File: config.mk
export PLATFORM = sky130hd
export DESIGN_NAME = jt51_noise_ctrl
export DESIGN_NICKNAME = d
export VERILOG_FILES = /design/src/rtl/jt51_noise_ctrl.sv
export SDC_FILE = /design/constraint.sdc
export NUM_CORES = 1
export LEC_CHECK = 0
export ABC_CLOCK_PERIOD_IN_PS = 3100
export BUFFER_PORTS_ARGS = -buffer_cell sky130_fd_sc_hd__buf_2
export CORE_MARGIN = 3
export CORE_UTILIZATION = 52
export DETAILED_ROUTE_END_ITERATION = 8
export GPL_TIMING_DRIVEN = 0
export PLACE_DENSITY = 0.78
export RECOVER_POWER = 50
export SYNTH_ARGS = -nofsm -noshare
export SYNTH_HDL_FRONTEND = slang
export SYNTH_SLANG_ARGS = --single-unit
File: constraint.sdc
create_clock -name clk -period 3.1 [get_ports clk]
set_clock_uncertainty 0.1 [all_clocks]
set_input_delay 0.62 -clock clk [delete_from_list [all_inputs] [get_ports clk]]
set_output_delay 0.62 -clock clk [all_outputs]
set_load 0.05 [all_outputs]
File: src/rtl/jt51_noise_ctrl.sv
// Noise-path sequencer: stages NE/NFRQ to the frame boundary, divides the frame
// rate down to the noise rate, strobes the LFSR and captures its output bit.
module jt51_noise_ctrl #(
   parameter int AMP_W = 11
) (
   input  logic                    rst,
   input  logic                    clk,
   input  logic                    cen,
   input  logic                    zero,
   input  logic                    wr_noise,
   input  logic                    din_ne,
   input  logic [4:0]              din_nfrq,
   input  logic                    lfsr_out,
   output logic                    base,
   output logic                    noise_bit,
   output logic signed [AMP_W-1:0] noise_amp,
   output logic                    ne_act,
   output logic [4:0]              nfrq_act
);

   localparam logic signed [AMP_W-1:0] AMP_POS = {1'b0, {(AMP_W-1){1'b1}}};
   localparam logic signed [AMP_W-1:0] AMP_NEG = {1'b1, {(AMP_W-1){1'b0}}};

   logic       pend;
   logic       pend_ne;
   logic [4:0] pend_nfrq;
   logic [4:0] cnt;
   logic       cap;

   logic       bnd;
   logic       new_ne;
   logic [4:0] new_nfrq;
   logic [4:0] term;
   logic [5:0] inc;
   logic       fire;

   // A write landing on the boundary bypasses the staging registers.
   always_comb begin
      bnd      = cen & zero;
      new_ne   = ne_act;
      new_nfrq = nfrq_act;
      if (wr_noise) begin
         new_ne   = din_ne;
         new_nfrq = din_nfrq;
      end else if (pend) begin
         new_ne   = pend_ne;
         new_nfrq = pend_nfrq;
      end
      term = 5'd31 - new_nfrq;
      inc  = {1'b0, cnt} + 6'd1;
      fire = bnd & new_ne & (inc > {1'b0, term});
   end

   always_ff @(posedge clk) begin
      if (rst) begin
         pend      <= 1'b0;
         pend_ne   <= 1'b0;
         pend_nfrq <= 5'd0;
         cnt       <= 5'd0;
         cap       <= 1'b0;
         base      <= 1'b0;
         noise_bit <= 1'b0;
         noise_amp <= '0;
         ne_act    <= 1'b0;
         nfrq_act  <= 5'd0;
      end else begin
         if (wr_noise) begin
            pend_ne   <= din_ne;
            pend_nfrq <= din_nfrq;
         end
         if (bnd)
            pend <= 1'b0;
         else if (wr_noise)
            pend <= 1'b1;

         if (cen) begin
            if (bnd) begin
               ne_act   <= new_ne;
               nfrq_act <= new_nfrq;
            end
            if (bnd && !new_ne) begin
               cnt       <= 5'd0;
               base      <= 1'b0;
               cap       <= 1'b0;
               noise_amp <= '0;
            end else begin
               if (bnd)
                  cnt <= fire ? 5'd0 : inc[4:0];
               // base lasts exactly one cen period; the LFSR shifts on its last cen
               base <= fire;
               cap  <= base;
               if (cap) begin
                  noise_bit <= lfsr_out;
                  noise_amp <= lfsr_out ? AMP_POS : AMP_NEG;
               end
            end
         end
      end
   end

endmodule

# Yosys cells after proc, flatten, opt, wreduce, memory -nomap -nowiden
# Cells that the tools add are included.
word_totals:
  regBits: 32
  input_bits: 12
  out_inout_bits: 19
  elab_cells: 38
classes:
  addsub: 2
  n_lt_le_gt_ge: 1
  n_mux: 12
  n_bitwise: 4
  n_reduce_logical: 9
op_table:
  columns: ["op", "n"]
  rows:
  - ["$mux W11", 3]
  - ["$mux W5", 5]
  - ["$add A5 B1 Y6 const B", 1]
  - ["$gt A6 B5 Y1", 1]
  - ["$reduce_and A2 Y1", 3]
  - ["$sub A5 B5 Y5 const A", 1]
  - ["$mux W1", 4]
  - ["$reduce_bool A2 Y1", 2]
  - ["$and A1 B1 Y1", 3]
  - ["$reduce_and A3 Y1", 1]
  - ["$reduce_or A2 Y1", 1]
  - ["$logic_and A1 B1 Y1", 1]
  - ["$logic_not A1 Y1", 1]
  - ["$not A1 Y1", 1]

# Longest topological paths before layout
# Gate-level depths: netlist of run 1.
depth:
  ltp_word: 8
  depth_mapped: 10
  depth_no_buf: 9

# Least setup slack after synthesis of run 1
# Ideal clock, no wire load.
synth_timing:
  path_type: "input-to-reg"
  startpoint: "input wr_noise"
  endpoint: "register cnt[3]"
  setup_ns: 0.117
  t_arrival_ns: 2.180
  t_required_ns: 2.883
  path_slack_ns: 0.703
  cell_stages: 8
  n_path_buf: 2
  path_cell_list: "buf_6 > clkbuf_1 > nand2_1 > o21ai_0 > ha_1 > and3_1 > a32o_1 > a32o_1"
synth_between:
  elab_chain_cells: 7
  word_cells_on_any_way: 13
  classes_between: "add/sub: 1; order compare: 1; mux: 5; bitwise: 2; reduce/logical: 4"
synth_lines:
  columns: ["element", "line", "rtl"]
  rows:
  - ["start: declaration", "10", "input logic wr_noise,"]
  - ["$mux W5", "42", "if (wr_noise) begin"]
  - ["net new_nfrq[2]", "32", "logic [4:0] new_nfrq;"]
  - ["$sub A5 B5 Y5", "49", "term = 5'd31 - new_nfrq;"]
  - ["$gt A6 B5 Y1", "51", "fire = bnd & new_ne & (inc > {1'b0, term});"]
  - ["$and A1 B1 Y1", "51", null]
  - ["$mux W5", "88", "cnt <= fire ? 5'd0 : inc[4:0];"]
  - ["$mux W5", "87", "if (bnd)"]
  - ["$mux W5", "81", "if (bnd && !new_ne) begin"]
  - ["end signal: assignment", "88", null]
  - ["end: declaration", "27", "logic [4:0] cnt;"]
# The timed path passes the listed nets, and every way through them passes these cells. The select of a mux whose other input is x is not followed.
# A chain may end at the register's enable or synchronous reset.

# Worst setup path in the final report of run 1
layout_timing:
  startpoint: "register pend"
  endpoint: "register cnt[2]"
layout_between:
  elab_chain_cells: 8
  word_cells_on_any_way: 15
  classes_between: "add/sub: 1; order compare: 1; mux: 7; bitwise: 2; reduce/logical: 4"
layout_lines:
  columns: ["element", "line", "rtl"]
  rows:
  - ["start: declaration", "24", "logic pend;"]
  - ["start signal: assignment", "56", "pend <= 1'b0;"]
  - ["start signal: assignment", "72", "pend <= 1'b0;"]
  - ["start signal: assignment", "74", "pend <= 1'b1;"]
  - ["$mux W5", "45", "end else if (pend) begin"]
  - ["$mux W5", "42", null]
  - ["net new_nfrq[3]", "32", null]
  - ["$sub A5 B5 Y5", "49", null]
  - ["$gt A6 B5 Y1", "51", null]
  - ["$and A1 B1 Y1", "51", null]
  - ["$mux W5", "88", null]
  - ["$mux W5", "87", null]
  - ["$mux W5", "81", null]
# The timed path passes the listed nets, and every way through them passes these cells. The select of a mux whose other input is x is not followed.

==> results of run 1 <==
[worst max-delay path by stage]
stage / startpoint / endpoint
after global routing: pend / cnt[2]
after detailed placement: wr_noise / cnt[2]
after global placement: wr_noise / cnt[2]
after floorplan: wr_noise / cnt[3]
final: pend / cnt[2]
after CTS: wr_noise / cnt[2]
[critical path, delay by kind of cell (launching register included)]
kind            cells  cell delay, ns
fa+ha+maj           1            0.31
compound gates      5            1.08
buf+inv             1            0.37
mux                 2            0.28
flops               1            0.33
[power groups by stage]
stage	clock network (mW)	logic [mW]	registers, mW
finish	0.134	0.0766	0.309
global route	0.150	0.0844	0.311
detailed placement	0	0.0817	0.316
floorplan	0	0.0503	0.325
global placement	0	0.0784	0.316
CTS	0.137	0.0821	0.310
[synth_stat cells (2+ instances only)]
master | count | area share, %
a32o_1 | 4 | 3.2
mux2i_1 | 10 | 8.1
buf_6 | 2 | 1.8
and3_1 | 2 | 1.0
clkbuf_1 | 2 | 0.61
nand2b_1 | 4 | 2.0
nand2_1 | 17 | 5.2
buf_4 | 11 | 6.7
dfxtp_1 | 23 | 37
nand3_1 | 3 | 1.2
xnor2_1 | 2 | 1.4
inv_1 | 2 | 0.61
ha_1 | 6 | 6.1
a21oi_1 | 16 | 6.5
o21ai_0 | 6 | 2.4
nor2b_1 | 2 | 1.0
nor2_1 | 10 | 3.0
[through the flow]
| step | power [mW] | cell area (um2) | std cells | hold slack (ns) | setup WS [ns] |
|---|---|---|---|---|---|
| after CTS | 0.529 | 1430 | 195 | 0.382 | 0.665 |
| final | 0.520 | 1400 | 195 | 0.383 | 0.560 |
| after global placement | 0.394 | 1410 | 191 | 0.355 | 0.434 |
| after detailed placement | 0.398 | 1410 | 191 | 0.365 | 0.362 |
| after floorplan | 0.375 | 1240 | 136 | 0.350 | 0.703 |
| after global routing | 0.545 | 1400 | 195 | 0.400 | 0.358 |
[area by class of cell]
type                    instances  area, um2  share of cell area (%)
well taps                      28       35.0                    2.50
inverters                       2       7.51                   0.535
repair buffers                 27        130                    9.28
multi-input cells              95        634                    45.2
plain buffers                  16        109                    7.76
flip-flops and latches         23        460                    32.8
clock buffers                   4       26.3                    1.87
[state kept, by name, summed over array words and instances, names as in the netlist]
register / flops
base: 1
cap: 1
cnt: 5
ne_act: 1
nfrq_act: 5
noise_amp: 2
noise_bit: 1
pend: 1
pend_ne: 1
pend_nfrq: 5
[logic make-up (layout without fill, tap and decap cells)]
| family | count (synthesis) | in the layout | share of synthesized area, % |
|---|---|---|---|
| fa+ha+maj | 6 | 6 | 6.07 |
| flops | 23 | 23 | 37.2 |
| compound gates | 32 | 32 | 15.6 |
| xor+xnor | 3 | 3 | 2.13 |
| buf+inv | 18 | 49 | 10.1 |
| simple gates | 42 | 42 | 17.7 |
| mux | 12 | 12 | 11.1 |
[per-layer routing]
layer	track usage [%]	up-vias	wire length, um
li1	-	525	-
met5	0	-	0
met3	2.45	2	102
met2	33.7	19	1290
met4	4.56	0	17
met1	21.4	480	1170
==> flow_summary.toml, run 1 <==
[worst_setup_path]
worstPathArrival_ns = 2.68
timing.rr.start = "pend"
crit_type = "reg -> reg"
cp_slowest_cell = "clkbuf_1"
r2r_cells = 9
reg2reg_to = "cnt[2]"
crit_path_cell_trace = "clkbuf_1 > mux2i_1 > o21ai_0 > ha_1 > a21o_1 > a21oi_1 > a32o_1 > a31oi_1 > mux2i_1"
critPathLaunchType = "flip-flop"
critPathMostFrequentCell = "mux2i_1"
cp.required_ns = 3.24
rrSetupSlack_ns = 0.56
cp_max_fo = 7
max_stage_delay_ns = 0.37
endpoint_kind = "flip-flop"

[flow_run]
drv_cap = 0

[placement]
gp_congestion = 0.787
place_hpwl_mm = 2.04
portBuffers = 27

[clocking]
cts-resized-gates = 0
postCtsHoldBufs = 0
clk_path_buf_depth = 2
root_buffer = "clkbuf_4"
cts_tree = "done"
clk_pin_slew_ns = 0.12
cts_setup_buffers = 0
cts_buffers = 3
h-tree-depth = 1
clock_latency_ns = 0.30
cts_sinks = 23

[routing]
drcViolationCount = 0
drt_pre_antenna_iters = 4
drt-initial-drc-count = 14
drt_wl_total_mm = 2.57
routed_via_density = 5.26
num_vias = 1026
wl_per_cell_um = 13.2
postRouteAntennaNets = 0

[timing]
fin_crit_ns = 2.54
hold_viol = 0
max_slew_margin_pct = 60.4
final.period_utilization_pct = 81.9
worstMarginPinSlew_ns = 0.596
fmax_mhz = 394
rsz0062_at_grt = "false"
setup_tns_ns = 0
slew_violations = 0
setup_viol = 0

[layout]
finish.utilization_pct = 62.8
fin_nets = 186
drive_gt1_share_pct = 24.6
areaGrowthSynthToFinish_pct = 13.5
diodes = 0
nFillCells = 201
final_cell_mix = "23 x dfxtp_1, 23 x buf_2, 17 x nand2_1"

[power_and_ir_drop]
p_switching_mw = 0.138
clkPwrFrac_pct = 25.8
switching_share_pct = 26.5
vdd_drop_max_mv = 0.273
p_seq_share_pct = 59.5
leakagePower_nw = 0.639
p_comb_share_pct = 14.7
power.internal_mw = 0.382
p_per_area_nw_per_um2 = 371

[global_route]
overflow = 0
grt_pass1_vias = 961
grt_pass1_wl_mm = 4.00
antenna_found_initial = 0
grt_usage_pct = 18.1
grt_max_degree = 13

[worst_hold_path]
worstHoldStart = "nfrq_act[2]"
whs_endpoint = "nfrq_act[2]"
hp-class = "reg -> reg"
hold_depth = 2

[outcome]
status = "complete, no violations"

[logic_synthesis]
syn_area_um2 = 1240
ys_types = 31
synth_cells = 136
ys_warn_count = 0
synth_seq_area_share_pct = 37.2
avgSynthCellArea_um2 = 9.09
synth_ff_type = "dfxtp_1"
synth_edf_count = 0
synth_nets = 154
ys_async_sr_fraction_pct = 0
ys_ff_latch = 23

[floorplan]
ios = 31
die_area_um2 = 3000
row_count = 17
fp.dieW_um = 54.8
die_h_um = 54.8
start_util_pct = 55.4
core_area_um2 = 2230
No activity file was read; power rests on OpenSTA's default activity.
==> run 2: changes to the inputs <==
--- a/config.mk
+++ b/config.mk
@@ -5,7 +5,7 @@
 export SDC_FILE = /design/constraint.sdc
 export NUM_CORES = 1
 export LEC_CHECK = 0
-export ABC_CLOCK_PERIOD_IN_PS = 3100
+export ABC_CLOCK_PERIOD_IN_PS = 2500
 export BUFFER_PORTS_ARGS = -buffer_cell sky130_fd_sc_hd__buf_2
 export CORE_MARGIN = 3
 export CORE_UTILIZATION = 52
==> constraint.sdc (replaced) <==
create_clock -name clk -period 2.5 [get_ports clk]
set_clock_uncertainty 0.1 [all_clocks]
set_input_delay 0.5 -clock clk [delete_from_list [all_inputs] [get_ports clk]]
set_output_delay 0.5 -clock clk [all_outputs]
set_load 0.05 [all_outputs]
==> run 2 against run 1 <==
- critical path depth did not move
- global-route usage did not move
- sequential power rose by 24%
- first-iteration DRC count fell by 7.1%
- register-to-register slack got worse by 0.38 ns
- sequential share of layout area fell by 0.20 points
- total power rose by 25%
- count of clock-buffer cells in the layout did not move
- maximum frequency rose by 9.7%
- flip-flop and latch count did not move
- non-clock buffer count did not move
- die area did not move
- critical endpoint unchanged
==> flow_summary.toml, run 2 (synthesized netlist as in run 1, its figures left out) <==
[outcome]
status = "complete, no violations"

[timing]
slew_violations = 0
hold_viol = 0
fin_crit_ns = 2.32
fmax_mhz = 432
setup_ws_ns = 0.184
setup_viol = 0
rsz0062_at_grt = "false"
max_slew_margin_pct = 60.4
worstMarginPinSlew_ns = 0.596
final.period_utilization_pct = 92.6

[routing]
drt_pre_antenna_iters = 4
drt-initial-drc-count = 13
num_vias = 1024
drt_wl_total_mm = 2.58
wl_per_cell_um = 13.2
postRouteAntennaNets = 0
routed_via_density = 5.25
drcViolationCount = 0

[floorplan]
start_util_pct = 55.4
core_area_um2 = 2230
fp.dieW_um = 54.8
die_h_um = 54.8
die_area_um2 = 3000
ios = 31
row_count = 17

[clocking]
h-tree-depth = 1
clock_latency_ns = 0.30
cts_tree = "done"
cts_sinks = 23
clk_path_buf_depth = 2
root_buffer = "clkbuf_4"
cts_buffers = 3
clk_pin_slew_ns = 0.12
postCtsHoldBufs = 0

[global_route]
grt_pass1_wl_mm = 4.00
grt_usage_pct = 18.1
antenna_found_initial = 0
overflow = 0
grt_max_degree = 13
grt_pass1_vias = 961

[power_and_ir_drop]
clkPwrFrac_pct = 25.8
switching_share_pct = 26.5
leakagePower_nw = 0.645
p_per_area_nw_per_um2 = 459
total_power_mw = 0.648
power.internal_mw = 0.476
p_switching_mw = 0.172
p_seq_share_pct = 59.3
p_comb_share_pct = 14.9
vdd_drop_max_mv = 0.339

[placement]
pre_cts_slack_ns = -0.118
gp_congestion = 0.787
portBuffers = 27
dp.cells = 191
postPlaceCellArea_um2 = 1410
place_hpwl_mm = 2.04

[worst_setup_path]
crit_buf_inv = 0
critPathMostFrequentCell = "ha_1"
cp.required_ns = 2.60
path_delay_family = "adder cells"
cp_slowest_cell = "dfxtp_1"
worstPathArrival_ns = 2.42
crit_path_cell_trace = "ha_1 > nand3_1 > xnor2_1 > ha_1 > and3_1 > o21ai_0 > a32o_2 > a31oi_1 > mux2i_1"
endpoint_kind = "flip-flop"
crit_type = "reg -> reg"
max_stage_delay_ns = 0.42
cp_max_fo = 7
critPathLaunchType = "flip-flop"

[layout]
fin_area_um2 = 1410
diodes = 0
nFillCells = 198
register_area_um2 = 460
multiInputGateArea_um2 = 636
fin_nets = 186
final_cell_mix = "23 x buf_2, 23 x dfxtp_1, 17 x nand2_1"
areaGrowthSynthToFinish_pct = 14.2
instances_no_fill = 195
largestRegisters = "cnt (5), nfrq_act (5), pend_nfrq (5)"
drive_gt1_share_pct = 25.7

[flow_run]
drv_cap = 0

[worst_hold_path]
hp-class = "in -> reg"
==> run 2: cell count changes in the layout (fill, tap and decap cells not counted), sizes merged <==
cell,before,now
clkbuf,12,11
buf,35,36
==> run 2: worst paths after layout <==
check	to	cells past startpoint	slack (ns)	startpoint
worst max-delay path	cnt[2]	9	0.18	cnt[0]
worst min-delay path	pend_nfrq[3]	2	0.34	rst
worst max register to register	cnt[2]	9	0.18	cnt[0]
worst min register to register	nfrq_act[2]	2	0.39	nfrq_act[2]
==> run 2: area by class of cell <==
class                           instances  share of cell area [%]
Tap cell                               28                    2.48
Sequential cell                        23                    32.6
Clock buffer                            4                    1.86
Timing Repair Buffer                   27                    9.13
Buffer                                 16                    8.33
Inverter                                2                   0.532
Multi-Input combinational cell         95                    45.0
==> run 2: layer usage <==
metal	part of all wire (%)	up-vias	global-route usage, %
met5	0	-	0
met4	0.66	0	4.56
met3	4.0	2	2.45
met2	49	17	33.7
met1	46	481	21.4
li1	-	524	-
==> run 2: repair_timing <==
item | in CTS | in global routing
setup buffers | 0 | 0
resized for setup | 0 | 1
endpoints found under the setup margin | 0 | 5
==> run 2: power groups by stage <==
stage               registers [mW]  clock network, mW  logic, mW
CTS                          0.384              0.170      0.102
global placement             0.391                  0     0.0973
finish                       0.384              0.167     0.0967
global route                 0.385              0.186      0.106
detailed placement           0.392                  0      0.101
floorplan                    0.403                  0     0.0624
==> run 2: metrics by stage <==
stage	TNS [ns]	util, %	hold WS [ns]
4_1_cts	0	64.1	0.337
6_report	0	63.2	0.337
3_3_place_gp	-0.162	63.0	0.355
3_5_place_dp	-0.453	63.0	0.365
5_1_grt	0	63.2	0.324
2_1_floorplan	0	-	0.350
==> run 2: worst reg2reg max path, cell delays in order (launching register included) <==
cell and delay (ns):
dfxtp_1 0.42, ha_1 0.26, nand3_1 0.11, xnor2_1 0.17
ha_1 0.32, and3_1 0.18, o21ai_0 0.10, a32o_2 0.29
a31oi_1 0.18, mux2i_1 0.09
